### src/rtl/mem_bus_arbiter.sv
`default_nettype none
// ============================================================================
// Module   : mem_bus_arbiter
// Purpose  : Two-requester (CPU M-stage "m", debug/DMA "d") arbiter for one
//            32-bit memory bus. Writes finish in the grant cycle. Reads take
//            two cycles: the grant cycle, then one RDWAIT cycle. Misaligned
//            requests are granted and flagged with exc, but they never
//            reach the bus.
// Options  : ARB_FIXED_PRIO_EN - when defined, m always wins. When undefined,
//            a round-robin pointer picks the winner.
// Revision : 1.0 - initial release
// ============================================================================
module mem_bus_arbiter (
    input  logic        clk,
    input  logic        reset,

    // CPU M-stage requester
    input  logic        m_req,
    input  logic        m_we,
    input  logic [1:0]  m_size,
    input  logic [31:0] m_addr,
    input  logic [31:0] m_wdata,
    output logic        m_gnt,
    output logic        m_rvalid,
    output logic        m_exc,
    output logic [31:0] m_rdata,

    // Debug / DMA requester
    input  logic        d_req,
    input  logic        d_we,
    input  logic [1:0]  d_size,
    input  logic [31:0] d_addr,
    input  logic [31:0] d_wdata,
    output logic        d_gnt,
    output logic        d_rvalid,
    output logic        d_exc,
    output logic [31:0] d_rdata,

    // Memory bus
    output logic [31:0] bus_addr,
    output logic [31:0] bus_wdata,
    output logic [3:0]  bus_byteen,
    output logic        bus_rd,
    input  logic [31:0] bus_rdata
);

    localparam logic [1:0] c_SIZE_BYTE = 2'b00;
    localparam logic [1:0] c_SIZE_HALF = 2'b01;
    localparam logic [1:0] c_SIZE_WORD = 2'b10;

    typedef enum logic [0:0] {
        IDLE   = 1'b0,
        RDWAIT = 1'b1
    } state_t;

    state_t      r_state;
    state_t      w_state_nxt;

    logic        w_any_req;
    logic        w_pick_d;      // 1: d wins this cycle, 0: m wins
    logic        w_grant;       // a grant happens this cycle
    logic        w_rd_launch;   // the grant starts a bus read
    logic        w_sel_we;
    logic [1:0]  w_sel_size;
    logic [31:0] w_sel_addr;
    logic [31:0] w_sel_wdata;
    logic        w_misaligned;

    logic        r_rd_owner_d;  // owner of the read in flight (1 = d)
    logic        r_m_rvalid;
    logic        r_d_rvalid;
    logic [31:0] r_m_rdata;
    logic [31:0] r_d_rdata;

    // Reserved size code, or an address offset that does not fit the size.
    function automatic logic f_misaligned(input logic [1:0] size, input logic [1:0] off);
        logic bad;
        bad = 1'b0;
        case (size)
            c_SIZE_BYTE: bad = 1'b0;
            c_SIZE_HALF: bad = off[0];
            c_SIZE_WORD: bad = (off != 2'b00);
            default:     bad = 1'b1;
        endcase
        return bad;
    endfunction

    // Byte lanes touched by an aligned write.
    function automatic logic [3:0] f_byteen(input logic [1:0] size, input logic [1:0] off);
        logic [3:0] be;
        be = 4'b0000;
        case (size)
            c_SIZE_BYTE: be = 4'b0001 << off;
            c_SIZE_HALF: be = off[1] ? 4'b1100 : 4'b0011;
            c_SIZE_WORD: be = 4'b1111;
            default:     be = 4'b0000;
        endcase
        return be;
    endfunction

    // Copy narrow write data onto every lane so that any enabled lane gets it.
    function automatic logic [31:0] f_replicate(input logic [1:0] size, input logic [31:0] data);
        logic [31:0] rep;
        rep = data;
        case (size)
            c_SIZE_BYTE: rep = {4{data[7:0]}};
            c_SIZE_HALF: rep = {2{data[15:0]}};
            default:     rep = data;
        endcase
        return rep;
    endfunction

    assign w_any_req = m_req | d_req;
    assign w_grant   = (r_state == IDLE) && !reset && w_any_req;

`ifdef ARB_FIXED_PRIO_EN
    // Fixed priority: d is served only when m is not asking.
    assign w_pick_d = d_req & ~m_req;
`else
    logic r_last_d;             // 1: d received the most recent grant

    // On a tie, grant the requester that was not served last.
    assign w_pick_d = d_req & (~m_req | ~r_last_d);

    // Round-robin pointer. Every grant moves it, faulting grants included.
    always_ff @(posedge clk) begin
        if (reset) begin
            r_last_d <= 1'b1;
        end else if (w_grant) begin
            r_last_d <= w_pick_d;
        end
    end
`endif

    // Route the winning requester's command into the shared datapath.
    assign w_sel_we     = w_pick_d ? d_we    : m_we;
    assign w_sel_size   = w_pick_d ? d_size  : m_size;
    assign w_sel_addr   = w_pick_d ? d_addr  : m_addr;
    assign w_sel_wdata  = w_pick_d ? d_wdata : m_wdata;
    assign w_misaligned = f_misaligned(w_sel_size, w_sel_addr[1:0]);

    // Next state and all combinational bus/grant outputs. Reset silences everything.
    always_comb begin
        w_state_nxt = r_state;
        w_rd_launch = 1'b0;
        m_gnt       = 1'b0;
        d_gnt       = 1'b0;
        m_exc       = 1'b0;
        d_exc       = 1'b0;
        bus_addr    = 32'h0000_0000;
        bus_wdata   = 32'h0000_0000;
        bus_byteen  = 4'b0000;
        bus_rd      = 1'b0;
        if (!reset) begin
            case (r_state)
                IDLE: begin
                    if (w_any_req) begin
                        m_gnt    = ~w_pick_d;
                        d_gnt    = w_pick_d;
                        bus_addr = {w_sel_addr[31:2], 2'b00};
                        if (w_misaligned) begin
                            m_exc = ~w_pick_d;
                            d_exc = w_pick_d;
                        end else if (w_sel_we) begin
                            bus_byteen = f_byteen(w_sel_size, w_sel_addr[1:0]);
                            bus_wdata  = f_replicate(w_sel_size, w_sel_wdata);
                        end else begin
                            bus_rd      = 1'b1;
                            w_rd_launch = 1'b1;
                            w_state_nxt = RDWAIT;
                        end
                    end
                end
                RDWAIT: begin
                    w_state_nxt = IDLE;
                end
                default: begin
                    w_state_nxt = IDLE;
                end
            endcase
        end
    end

    // State register.
    always_ff @(posedge clk) begin
        if (reset) begin
            r_state <= IDLE;
        end else begin
            r_state <= w_state_nxt;
        end
    end

    // Remember which requester owns the read that is in flight.
    always_ff @(posedge clk) begin
        if (reset) begin
            r_rd_owner_d <= 1'b0;
        end else if (w_rd_launch) begin
            r_rd_owner_d <= w_pick_d;
        end
    end

    // Capture read data during RDWAIT and send a one-cycle rvalid to the owner.
    always_ff @(posedge clk) begin
        if (reset) begin
            r_m_rvalid <= 1'b0;
            r_d_rvalid <= 1'b0;
            r_m_rdata  <= 32'h0000_0000;
            r_d_rdata  <= 32'h0000_0000;
        end else begin
            r_m_rvalid <= 1'b0;
            r_d_rvalid <= 1'b0;
            if (r_state == RDWAIT) begin
                if (r_rd_owner_d) begin
                    r_d_rvalid <= 1'b1;
                    r_d_rdata  <= bus_rdata;
                end else begin
                    r_m_rvalid <= 1'b1;
                    r_m_rdata  <= bus_rdata;
                end
            end
        end
    end

    assign m_rvalid = r_m_rvalid;
    assign d_rvalid = r_d_rvalid;
    assign m_rdata  = r_m_rdata;
    assign d_rdata  = r_d_rdata;

endmodule
`default_nettype wire

### config.mk
export PLATFORM = sky130hd
export DESIGN_NAME = mem_bus_arbiter
export DESIGN_NICKNAME = d
export VERILOG_FILES = /design/src/rtl/mem_bus_arbiter.sv
export SDC_FILE = /design/constraint.sdc
export NUM_CORES = 1
export LEC_CHECK = 0
export BUFFER_PORTS_ARGS = -buffer_cell sky130_fd_sc_hd__buf_2
export CORE_AREA = 2 2 119 121
export CTS_BUF_LIST = sky130_fd_sc_hd__clkbuf_16
export CTS_CLUSTER_SIZE = 12
export DETAILED_ROUTE_END_ITERATION = 8
export DIE_AREA = 0 0 121 123
export GPL_ROUTABILITY_DRIVEN = 0
export PLACE_DENSITY = 0.69
export SLEW_MARGIN = 5
export SYNTH_ARGS = -nofsm -noshare
export SYNTH_HDL_FRONTEND = slang
export SYNTH_SLANG_ARGS = --single-unit
### constraint.sdc
create_clock -name clk -period 2.7 [get_ports clk]
set_clock_uncertainty 0.15 [all_clocks]
set_input_delay 0.27 -clock clk [delete_from_list [all_inputs] [get_ports clk]]
set_output_delay 0.27 -clock clk [all_outputs]
set_load 0.02 [all_outputs]
**Word-level counts from Yosys, hierarchy flattened**

Cells that the tools add are included.

- Register bits: 69
- Bits of input ports: 170
- Output and inout port bits: 139
- Word-level logic and storage cells: 69

- Eq/ne operators: 2
- Shift-type cells: 1
- Muxes and demuxes: 43
- Bitwise operators: 8
- Reduce and logical (&&, ||, !) cells: 8

Operators with widths:

| cell | count |
|---|---|
| 32-bit two-way mux | 10 |
| 32-bit case mux with 2 select lines | 1 |
| 4-bit two-way mux | 6 |
| 1-bit two-way mux | 22 |
| 4-bit case mux with 3 select lines | 1 |
| 1-bit NOT | 5 |
| 2-bit AND reduction | 2 |
| 1-bit by 2-bit << shifter with 4-bit output (first input constant) | 1 |
| 1-bit case mux with 3 select lines | 1 |
| 2-bit by 1-bit == test with 1-bit output (second input constant) | 1 |
| 2-bit == test (second input constant) | 1 |
| 1-bit logical AND | 2 |
| 2-bit logical NOT | 1 |
| 2-bit two-way mux | 1 |
| 1-bit OR | 2 |
| 1-bit case mux with 2 select lines | 1 |
| 2-bit nonzero test | 1 |
| 2-bit OR reduction | 1 |
| 1-bit AND | 1 |
| 1-bit logical NOT | 1 |

**Longest topological paths before layout**

Gate-level depths: netlist of run 1.

- Depth after elaboration: 11
- Gate-level depth with buffers: 7
- Depth with buffers taken out: 4

**Worst setup path before layout of run 1**

OpenSTA, ideal clock, no wires.

- Path kind: flip-flop to output port
- Start: register r_last_d
- End: output bus_wdata[14]
- Data arrival time: 1745 ps
- Data required time: 2280 ps
- Path slack: 535 ps
- Cell stages (with the launch flop): 6
- Path buffers: 1
- Cell sequence: dfxtp_1 > a21boi_2 > mux2i_2 > buf_4 > nor2_1 > a311oi_1

- Word-level cells in the longest chain between the ends: 11
- Elaborated cells between the ends (all ways): 18
- Those cells by class: eq/ne: 2; mux: 11; bitwise: 3; reduce/logical: 2

Ends and longest elaborated chain:

| item | RTL line | source |
|---|---|---|
| start: declaration | 120 | `logic r_last_d;` |
| start signal: assignment | 130 | `r_last_d <= w_pick_d;` |
| 1-bit NOT * | 123 | `assign w_pick_d = d_req & (~m_req \| ~r_last_d);` |
| 1-bit OR * | 123 |  |
| 1-bit AND * | 123 |  |
| 2-bit two-way mux | 137 | `assign w_sel_size = w_pick_d ? d_size : m_size;` |
| 2-bit by 1-bit == test with 1-bit output / 2-bit logical NOT (equally long branches) | 79, 105 |  |
| 32-bit case mux with 2 select lines | 105 | `case (size)` |
| 32-bit two-way mux | 164 | `end else if (w_sel_we) begin` |
| 32-bit two-way mux * | 161 | `if (w_misaligned) begin` |
| 32-bit two-way mux * | 157 | `if (w_any_req) begin` |
| 32-bit two-way mux * | 155 | `case (r_state)` |
| 32-bit two-way mux * | 154 | `if (!reset) begin` |
| end: declaration | 41 | `output logic [31:0] bus_wdata,` |

Every way passes the cells marked *; elsewhere a longest branch is shown, timed or not.

**Final worst setup path of run 1**

- Start: register r_last_d
- End: output bus_wdata[26]

The elaborated chain is that of the path after synthesis.

==> results.yml, run 1 <==
sta:
  report.final.slew_viol_count: 0
  max_freq_mhz: 396
  hold_violations: 0
  fin_crit_sh: 0.935
  setup_tns_ns: 0
  final.min_clock_period_ns: 2.52
  setup_viol: 0
  grt_setup_unrepaired: "no"
  worst_pin_slew_ns: 0.712
  finalWorstSetupSlack_ns: 0.175
  relSlewSlack: 0.525
global_routing:
  antenna_found_initial: 3
  grt_max_degree: 69
  grt.overflow.total: 0
  grt_pass1_vias: 4815
  grt_pass1_wl_mm: 24.1
  grt_usage: 0.205
clocking:
  cts_hold_buf: 0
  root_buffer: "clkbuf_16"
  clockBufferDepth: 2
  clk_pin_slew_worst_paths_ns: 0.06
  cts_sinks: 69
  clock_latency_ns: 0.32
  cts_max_level: 3
  cts_buffers: 9
  cts_tree: "done"
  post_cts_buffers: 0
pwr:
  ir_drop_v: 0.000244
  clockPowerShare: 0.377
  powerDensity_mw_per_mm2: 462
  total_power_uw: 2790
  leakagePower_uw: 0.00299
  switchingPower_uw: 872
  p_int_uw: 1910
  power_frac_comb: 0.246
  swShare: 0.313
  pwr-share-seq: 0.377
setup_path:
  reg2reg_from: "r_last_d"
  critPathBufInv: 1
  cp-start-kind: "flip-flop"
  crit_required_ns: 2.28
  crit_slowest_cell: "mux2_8"
  crit_path_max_incr_delay_ns: 0.50
  arrival_ns: 2.10
  path_max_fanout: 36
  end_kind: "output pin"
  cp-startpoint: "r_last_d"
  worstPathCellList: "a21bo_2 > mux2_8 > a21oi_1 > a311oi_2 > buf_2"
  crit_family: "compound AO/OA/AOI/OAI gates"
  setup.worst_path.class: "reg2out"
placed_design:
  portBuffers: 306
  dp_hpwl_mm: 12.1
  place_ws_ns: 0.405
detailed_routing:
  drtIter0Drc: 272
  drc: 0
  wirelength_mm: 15.9
  ant_nets: 0
  post_drt_wl_per_cell_um: 14.9
  vias: 5139
  avgViaCountPerCell: 4.80
  first_pass_iters: 4
die:
  num_rows: 43
  dieArea_mm2: 0.0149
  pin_count: 309
  start_util: 0.306
  dieHeight_um: 123
  coreArea_mm2: 0.0136
  die_x_um: 121
synth:
  synth.most_common_cell: "nand2_1"
  netlist_top_cells_count: "254 x nand2_1, 108 x a21oi_1, 69 x dfxtp_1"
  yosys-top-cells-area: "dfxtp_1 33%, nand2_1 23%, a21oi_1 13%, a311oi_2 6.5%, mux2i_1 4.6%"
  synth_top_area_cell: "dfxtp_1"
  synthArstFlopShare: 0
  syn_area_per_cell_um2: 6.90
  syn_area_mm2: 0.00416
  ys_ff_latch: 69
  seq_area_frac_synth: 0.332
  synthCells: 603
  ys_warn_count: 0
  synth_edf_count: 0
  ys.flop_type: "dfxtp_1"
  synth_cell_types: 33
  yosys.area.top_type_share: 0.332
finish:
  nets: 1052
  fillerInstances: 1458
  syn_to_final_growth_pct: 45.2
  drive_gt1_frac: 0.419
job:
  max_cap_violations: 0
hold_path:
  hp-start: "bus_rdata[18]"
  hp-class: "in2reg"
run_status:
  status: "finished, final reports clean"
## metrics by stage
step / utilization / area, um2 / hold WS, ns / cells
final: 0.444 / 6040 / 0.0386 / 1070
after global routing: 0.443 / 6030 / 0.0320 / 1069
after CTS: 0.442 / 6010 / 0.0259 / 1067
after detailed placement: 0.422 / 5750 / 0.293 / 1051
after global placement: 0.422 / 5750 / 0.288 / 1051
after floorplan: - / 4160 / 0.256 / 604
## final cells by class
| class | count | area (um2) | area share |
|---|---|---|---|
| flip-flops and latches | 69 | 1380 | 0.229 |
| repair buffers | 321 | 1650 | 0.273 |
| well taps | 180 | 225 | 0.0373 |
| clock buffers | 9 | 225 | 0.0373 |
| clock inverters | 7 | 42.5 | 0.00705 |
| diodes | 3 | 7.51 | 0.00124 |
| inverters | 1 | 3.75 | 0.000622 |
| multi-input cells | 480 | 2500 | 0.415 |
## metal layers
metal,share of wire,track usage,wire length [um],vias to the layer above
met3,0.090,0.0540,1430,29
li1,-,-,-,2559
met2,0.49,0.366,7770,239
met4,0.030,0.0872,477,0
met5,0,0,0,-
met1,0.39,0.231,6220,2312
## what timing repair did
| item | 4_1_cts | 5_1_grt |
|---|---|---|
| resized for setup | 0 | 2 |
| endpoints found under the setup margin | 0 | 3 |
| endpoints found under the hold margin | 0 | 0 |
## worst reg2reg max path: stages, from the launching register on
cell and delay [ns]:
dfxtp_1 0.41, a21bo_2 0.22, buf_6 0.32, nor2_1 0.06, o21ai_0 0.17, o32ai_1 0.15
## power groups by stage
| stage | sequential, uW | clock, uW | combinational [uW] |
|---|---|---|---|
| floorplan | 1090 | 0 | 394 |
| global placement | 1070 | 0 | 679 |
| detailed placement | 1070 | 0 | 680 |
| CTS | 1050 | 1080 | 682 |
| global route | 1050 | 1130 | 749 |
| finish | 1050 | 1050 | 685 |
## cell usage in the layout, fill, tap and decap left out, drive strengths merged
cell type  Yosys  layout
a211o          1       1
a21bo          1       1
a21boi         1       1
a21o           1       1
a21oi        110     110
a311oi        24      24
and2           2       2
buf           27     321
clkbuf        27       9
clkinv         0       3
clkinvlp       0       2
conb           1       2
dfxtp         69      69
diode          0       3
inv            1       3
mux2          10      10
mux2i         20      20
nand2        254     254
nand2b         1       1
nor2          31      31
nor2b         11      11
nor3           2       2
nor3b          1       1
nor4           2       2
o211ai         2       2
o21ai          2       2
o32ai          1       1
or3            1       1
## worst paths after layout
check	to	slack [ns]	cells past startpoint
worst min-delay path	d_rdata[18]	0.04	3
worst min register to register	m_rdata[24]	0.30	2
worst max-delay path	bus_wdata[26]	0.18	5
worst max register to register	r_rd_owner_d	1.07	5
## sequential cells by signal, indices dropped and copies added (netlist names)
register / count
d_rdata: 32
m_rdata: 32
r_state: 1
r_rd_owner_d: 1
m_rvalid: 1
d_rvalid: 1
r_last_d: 1
## kinds of logic (layout without fill, tap and decap cells)
logic type / Yosys count / after routing / share of synthesized area
mux: 30 / 30 / 0.0770
simple gates: 305 / 305 / 0.288
flops: 69 / 69 / 0.332
compound gates: 143 / 143 / 0.229
buf+inv: 55 / 338 / 0.0728
other cells: 1 / 5 / 0.000902
Note: power is estimated with default switching activity, not from simulation.
==> run 2, diff against run 1 <==
==> constraint.sdc (replaced) <==
create_clock -name clk -period 2.7 [get_ports clk]
set_clock_uncertainty 0.15 [all_clocks]
set_input_delay 0.54 -clock clk [delete_from_list [all_inputs] [get_ports clk]]
set_output_delay 0.54 -clock clk [all_outputs]
set_load 0.02 [all_outputs]
==> results.yml, run 2 (synthesis gave the netlist of run 1 again) <==
run_status:
  status: "finished, final reports clean"
placed_design:
  dpl.cell_count: 1059
  placed_area_mm2: 0.00589
  portBuffers: 306
  dp_hpwl_mm: 12.2
die:
  dieArea_mm2: 0.0149
  num_rows: 43
  die_x_um: 121
  coreArea_mm2: 0.0136
  pin_count: 309
  dieHeight_um: 123
  start_util: 0.306
sta:
  fin_crit_sh: 0.981
  final.min_clock_period_ns: 2.65
  report.final.slew_viol_count: 0
  max_freq_mhz: 377
  grt_setup_unrepaired: "yes"
  worst_pin_slew_ns: 0.712
  relSlewSlack: 0.525
  setup_viol: 0
  hold_violations: 0
global_routing:
  grt_max_degree: 69
  grt_pass1_wl_mm: 24.5
  grt.overflow.total: 0
  grt_usage: 0.209
  antenna_found_initial: 3
  grt_pass1_vias: 4813
pwr:
  leakagePower_uw: 0.00315
  p_int_uw: 2260
  powerDensity_mw_per_mm2: 493
  clockPowerShare: 0.428
  switchingPower_uw: 931
  pwr-share-seq: 0.329
  swShare: 0.291
  ir_drop_v: 0.000337
  power_frac_comb: 0.243
detailed_routing:
  vias: 5314
  ant_nets: 0
  drtIter0Drc: 308
  drc: 0
  avgViaCountPerCell: 4.90
  post_drt_wl_per_cell_um: 15.6
  first_pass_iters: 4
  wirelength_mm: 16.9
setup_path:
  reg2reg_from: "r_last_d"
  end_kind: "output pin"
  path_max_fanout: 36
  worstPathCellList: "buf_2 > a21bo_4 > buf_8 > o211ai_1 > a21o_1 > buf_12 > a311oi_4 > buf_6"
  crit_required_ns: 2.01
  r2r-end: "r_rd_owner_d"
  crit_slowest_cell: "a311oi_4"
  crit_family: "compound AO/OA/AOI/OAI gates"
  cp-start-kind: "input port"
  arrival_ns: 1.96
  crit_path_max_incr_delay_ns: 0.28
  worst-r2r-setup-slack_ns: 1.13
  setup.worst_path.class: "in2out"
  worstRegToRegCells: 6
  critPathBufInv: 4
clocking:
  root_buffer: "clkbuf_16"
  clockBufferDepth: 2
  cts_sinks: 69
  clk_pin_slew_worst_paths_ns: 0.06
  clock_latency_ns: 0.33
  cts_max_level: 3
  cts_tree: "done"
  cts_buffers: 9
finish:
  final_cell_area_mm2: 0.00648
  nets: 1066
  syn_to_final_growth_pct: 55.7
  layout.cells.non_filler: 1084
  layout_commonest_cell: "buf_2"
  final_cell_mix: "296 x buf_2, 254 x nand2_1, 107 x a21oi_1"
  drive_gt1_frac: 0.442
job:
  max_cap_violations: 0
hold_path:
  hp-class: "reg2reg"
  hold_depth: 2
  hp-start: "m_rdata[11]"
  holdPathEnd: "m_rdata[11]"
==> run 2: cell count changes in the layout (fill, tap and decap cells not counted), moves of 2 or more <==
cell and change:
buf_2 -10, mux2i_2 +2, clkinv_2 -2, a311oi_1 -6
a311oi_4 +2, clkbuf_16 +3, buf_4 +13, a311oi_2 +4
bufinv_16 +3, buf_12 +7, mux2i_1 -2
==> run 2: worst max path at each step <==
stage,to,from,cells past startpoint
2_1_floorplan,bus_wdata[14],d_req,5
3_3_place_gp,bus_wdata[25],m_req,6
3_5_place_dp,bus_wdata[25],m_req,6
4_1_cts,bus_wdata[26],m_req,6
5_1_grt,bus_wdata[13],r_last_d,6
6_report,bus_wdata[17],d_req,8
==> run 2: power groups by stage <==
stage	Combinational (uW)	Clock [uW]	Sequential, uW
finish	778	1370	1050
CTS	722	1390	1050
global route	838	1440	1050
global placement	716	0	1070
detailed placement	718	0	1070
floorplan	394	0	1090
==> run 2: layout make-up <==
type / count / area, um2
Antenna cell: 3 / 7.51
Clock buffer: 9 / 225
Clock inverter: 7 / 120
Fill cell: 1364 / 7140
Inverter: 1 / 3.75
Multi-Input combinational cell: 480 / 2580
Sequential cell: 69 / 1390
Tap cell: 180 / 225
Timing Repair Buffer: 335 / 1930
==> run 2: what timing repair did <==
action                                  4_1_cts  5_1_grt
hold endpoints to repair                      0        0
hold buffers                                  0        0
resized for setup                             2       27
pin swaps                                     0        1
gates cloned                                  0        3
endpoints found under the setup margin       18       24
buffers inserted                              0        3
==> run 2: worst min-delay path, cell delays in order, from the launching register on <==
cell,delay (ns)
dfxtp_1,0.30
nand2_1,0.05
a21oi_1,0.05
==> run 2: through the flow <==
| step | total power [uW] | TNS [ns] | worst slack (ns) | hold slack [ns] | utilization |
|---|---|---|---|---|---|
| after floorplan | 1490 | 0 | 0.0340 | 0.350 | - |
| after global routing | 3330 | -0.131 | -0.0302 | 0.296 | 0.476 |
| after CTS | 3160 | -0.00170 | -0.00170 | 0.292 | 0.459 |
| final | 3200 | 0 | 0.0502 | 0.301 | 0.476 |
| after detailed placement | 1790 | -0.0237 | -0.0237 | 0.293 | 0.433 |
| after global placement | 1790 | -0.0282 | -0.0282 | 0.289 | 0.433 |
==> run 2: routing by layer <==
layer / vias up / part of all wire / GRT usage
met5: - / 0 / 0
met4: 0 / 0.025 / 0.0821
met3: 27 / 0.092 / 0.0687
met2: 252 / 0.48 / 0.358
met1: 2443 / 0.40 / 0.241
li1: 2592 / - / -
==> run 3, diff against run 2 <==
--- a/config.mk
+++ b/config.mk
@@ -6,13 +6,14 @@
 export NUM_CORES = 1
 export LEC_CHECK = 0
 export BUFFER_PORTS_ARGS = -buffer_cell sky130_fd_sc_hd__buf_2
-export CORE_AREA = 2 2 119 121
+export CORE_ASPECT_RATIO = 0.5
+export CORE_MARGIN = 2
+export CORE_UTILIZATION = 35
 export CTS_BUF_LIST = sky130_fd_sc_hd__clkbuf_16
 export CTS_CLUSTER_SIZE = 12
 export DETAILED_ROUTE_END_ITERATION = 8
-export DIE_AREA = 0 0 121 123
 export GPL_ROUTABILITY_DRIVEN = 0
-export PLACE_DENSITY = 0.69
+export PLACE_DENSITY = 0.76
 export SLEW_MARGIN = 5
 export SYNTH_ARGS = -nofsm -noshare
 export SYNTH_HDL_FRONTEND = slang
==> constraint.sdc (replaced) <==
create_clock -name clk -period 2.7 [get_ports clk]
set_clock_uncertainty 0.15 [all_clocks]
set_input_delay 0.405 -clock clk [delete_from_list [all_inputs] [get_ports clk]]
set_output_delay 0.405 -clock clk [all_outputs]
set_load 0.05 [all_outputs]
==> results.yml, run 3 (synthesis gave the netlist of run 1 again) <==
clocking:
  cts_buffers: 9
  post_cts_buffers: 0
  clockBufferDepth: 2
  root_buffer: "clkbuf_16"
  clk_pin_slew_worst_paths_ns: 0.06
  cts_tree: "done"
  cts_sinks: 69
  clock_latency_ns: 0.32
  cts_max_level: 3
global_routing:
  grt_pass1_vias: 4670
  antenna_found_initial: 1
  gr-usage-met3: 0.0480
  grt_pass1_wl_mm: 22.4
  grt_usage: 0.218
  grt.overflow.total: 0
  busiest_layer: "met2"
  grt.met1_usage: 0.269
  grt_max_degree: 69
  grt_use_met2: 0.387
sta:
  setup_tns_ns: 0
  final.min_clock_period_ns: 2.61
  hold_violations: 0
  fin_crit_sh: 0.966
  setup_viol: 0
  grt_setup_unrepaired: "no"
  relSlewSlack: 0.538
  worst_pin_slew_ns: 0.693
  max_freq_mhz: 383
  report.final.slew_viol_count: 0
detailed_routing:
  vias: 5101
  avgViaCountPerCell: 4.81
  drtIter0Drc: 342
  ant_nets: 0
  first_pass_iters: 5
  drc: 0
  post_drt_wl_per_cell_um: 14.2
  wirelength_mm: 15.1
pwr:
  switchingPower_uw: 1020
  powerDensity_mw_per_mm2: 519
  pwr-share-seq: 0.326
  clockPowerShare: 0.403
  swShare: 0.315
  ir_drop_v: 0.000257
  power_frac_comb: 0.272
  leakagePower_uw: 0.00307
  total_power_uw: 3230
  p_int_uw: 2210
setup_path:
  end_kind: "output pin"
  arrival_ns: 2.05
  cp-start-kind: "flip-flop"
  path_max_fanout: 18
  setup.worst_path.class: "reg2out"
  crit_required_ns: 2.14
placed_design:
  dp_hpwl_mm: 11.1
  dpl.cell_count: 1043
  placed_area_mm2: 0.00582
  portBuffers: 306
die:
  die_x_um: 158
  dieArea_mm2: 0.0128
  num_rows: 28
  dieHeight_um: 81.1
  coreArea_mm2: 0.0117
  start_util: 0.355
  pin_count: 309
finish:
  drive_gt1_frac: 0.428
  fillerInstances: 1172
  syn_to_final_growth_pct: 49.5
  utilization: 0.531
  nets: 1060
  final_cell_area_mm2: 0.00622
  layout.cells.non_filler: 1061
  layout_commonest_cell: "buf_2"
  final_cell_mix: "294 x buf_2, 254 x nand2_1, 108 x a21oi_1"
job:
  max_cap_violations: 0
run_status:
  status: "finished, final reports clean"
hold_path:
  hp-class: "in2reg"
==> run 3: cell count changes in the layout (fill, tap and decap cells not counted), sizes merged <==
cell      before  now
clkinvlp       1    0
diode          3    1
buf          332  325
clkinv         1    2
mux2          10   11
==> run 3: final timing paths <==
kind / slack [ns] / end / cells after the start / from
max: 0.09 / bus_wdata[10] / 6 / r_last_d
min: 0.18 / d_rdata[2] / 3 / bus_rdata[2]
max reg2reg: 1.17 / r_rd_owner_d / 4 / r_last_d
min reg2reg: 0.30 / d_rdata[15] / 2 / d_rdata[15]
==> run 3: area by class of cell <==
cell class	instances	area, um2	area share
multi-input cells	481	2540	0.408
flip-flops and latches	69	1380	0.222
clock buffers	9	225	0.0362
diodes	1	2.50	0.000402
inverters	1	3.75	0.000604
well taps	165	206	0.0332
clock inverters	7	106	0.0171
repair buffers	328	1750	0.282
==> run 3: timing repair <==
action                     CTS  global route
hold buffers                 0             0
pin swaps                    0             0
setup endpoints to repair    5            23
gates resized for setup      7            14
cloned                       0             1
==> run 3: worst max-delay path: stages (launching register included) <==
cell and delay (ns):
dfxtp_2 0.35, a21boi_4 0.24, o211ai_1 0.12, a21o_1 0.22, buf_4 0.22, a311oi_1 0.30
buf_4 0.27
==> run 3: power groups by stage <==
stage	Combinational (uW)	Sequential [uW]	Clock, uW
after floorplan	525	1130	0
after global placement	848	1070	0
after detailed placement	860	1070	0
after CTS	866	1050	1330
after global routing	942	1050	1380
final	877	1050	1300
==> run 3: per-layer routing <==
metal / vias to the layer above / wire length, um / part of all wire
met3: 15 / 843 / 0.056
met5: - / 0 / 0
li1: 2570 / - / -
met4: 0 / 162 / 0.011
met1: 2343 / 6660 / 0.44
met2: 173 / 7410 / 0.49
==> run 3: per-stage QoR <==
step	hold WS (ns)	setup slack, ns
2_1_floorplan	0.350	-0.272
3_3_place_gp	0.289	0.147
3_5_place_dp	0.293	0.116
4_1_cts	0.166	0.000643
5_1_grt	0.167	0.0163
6_report	0.178	0.0924
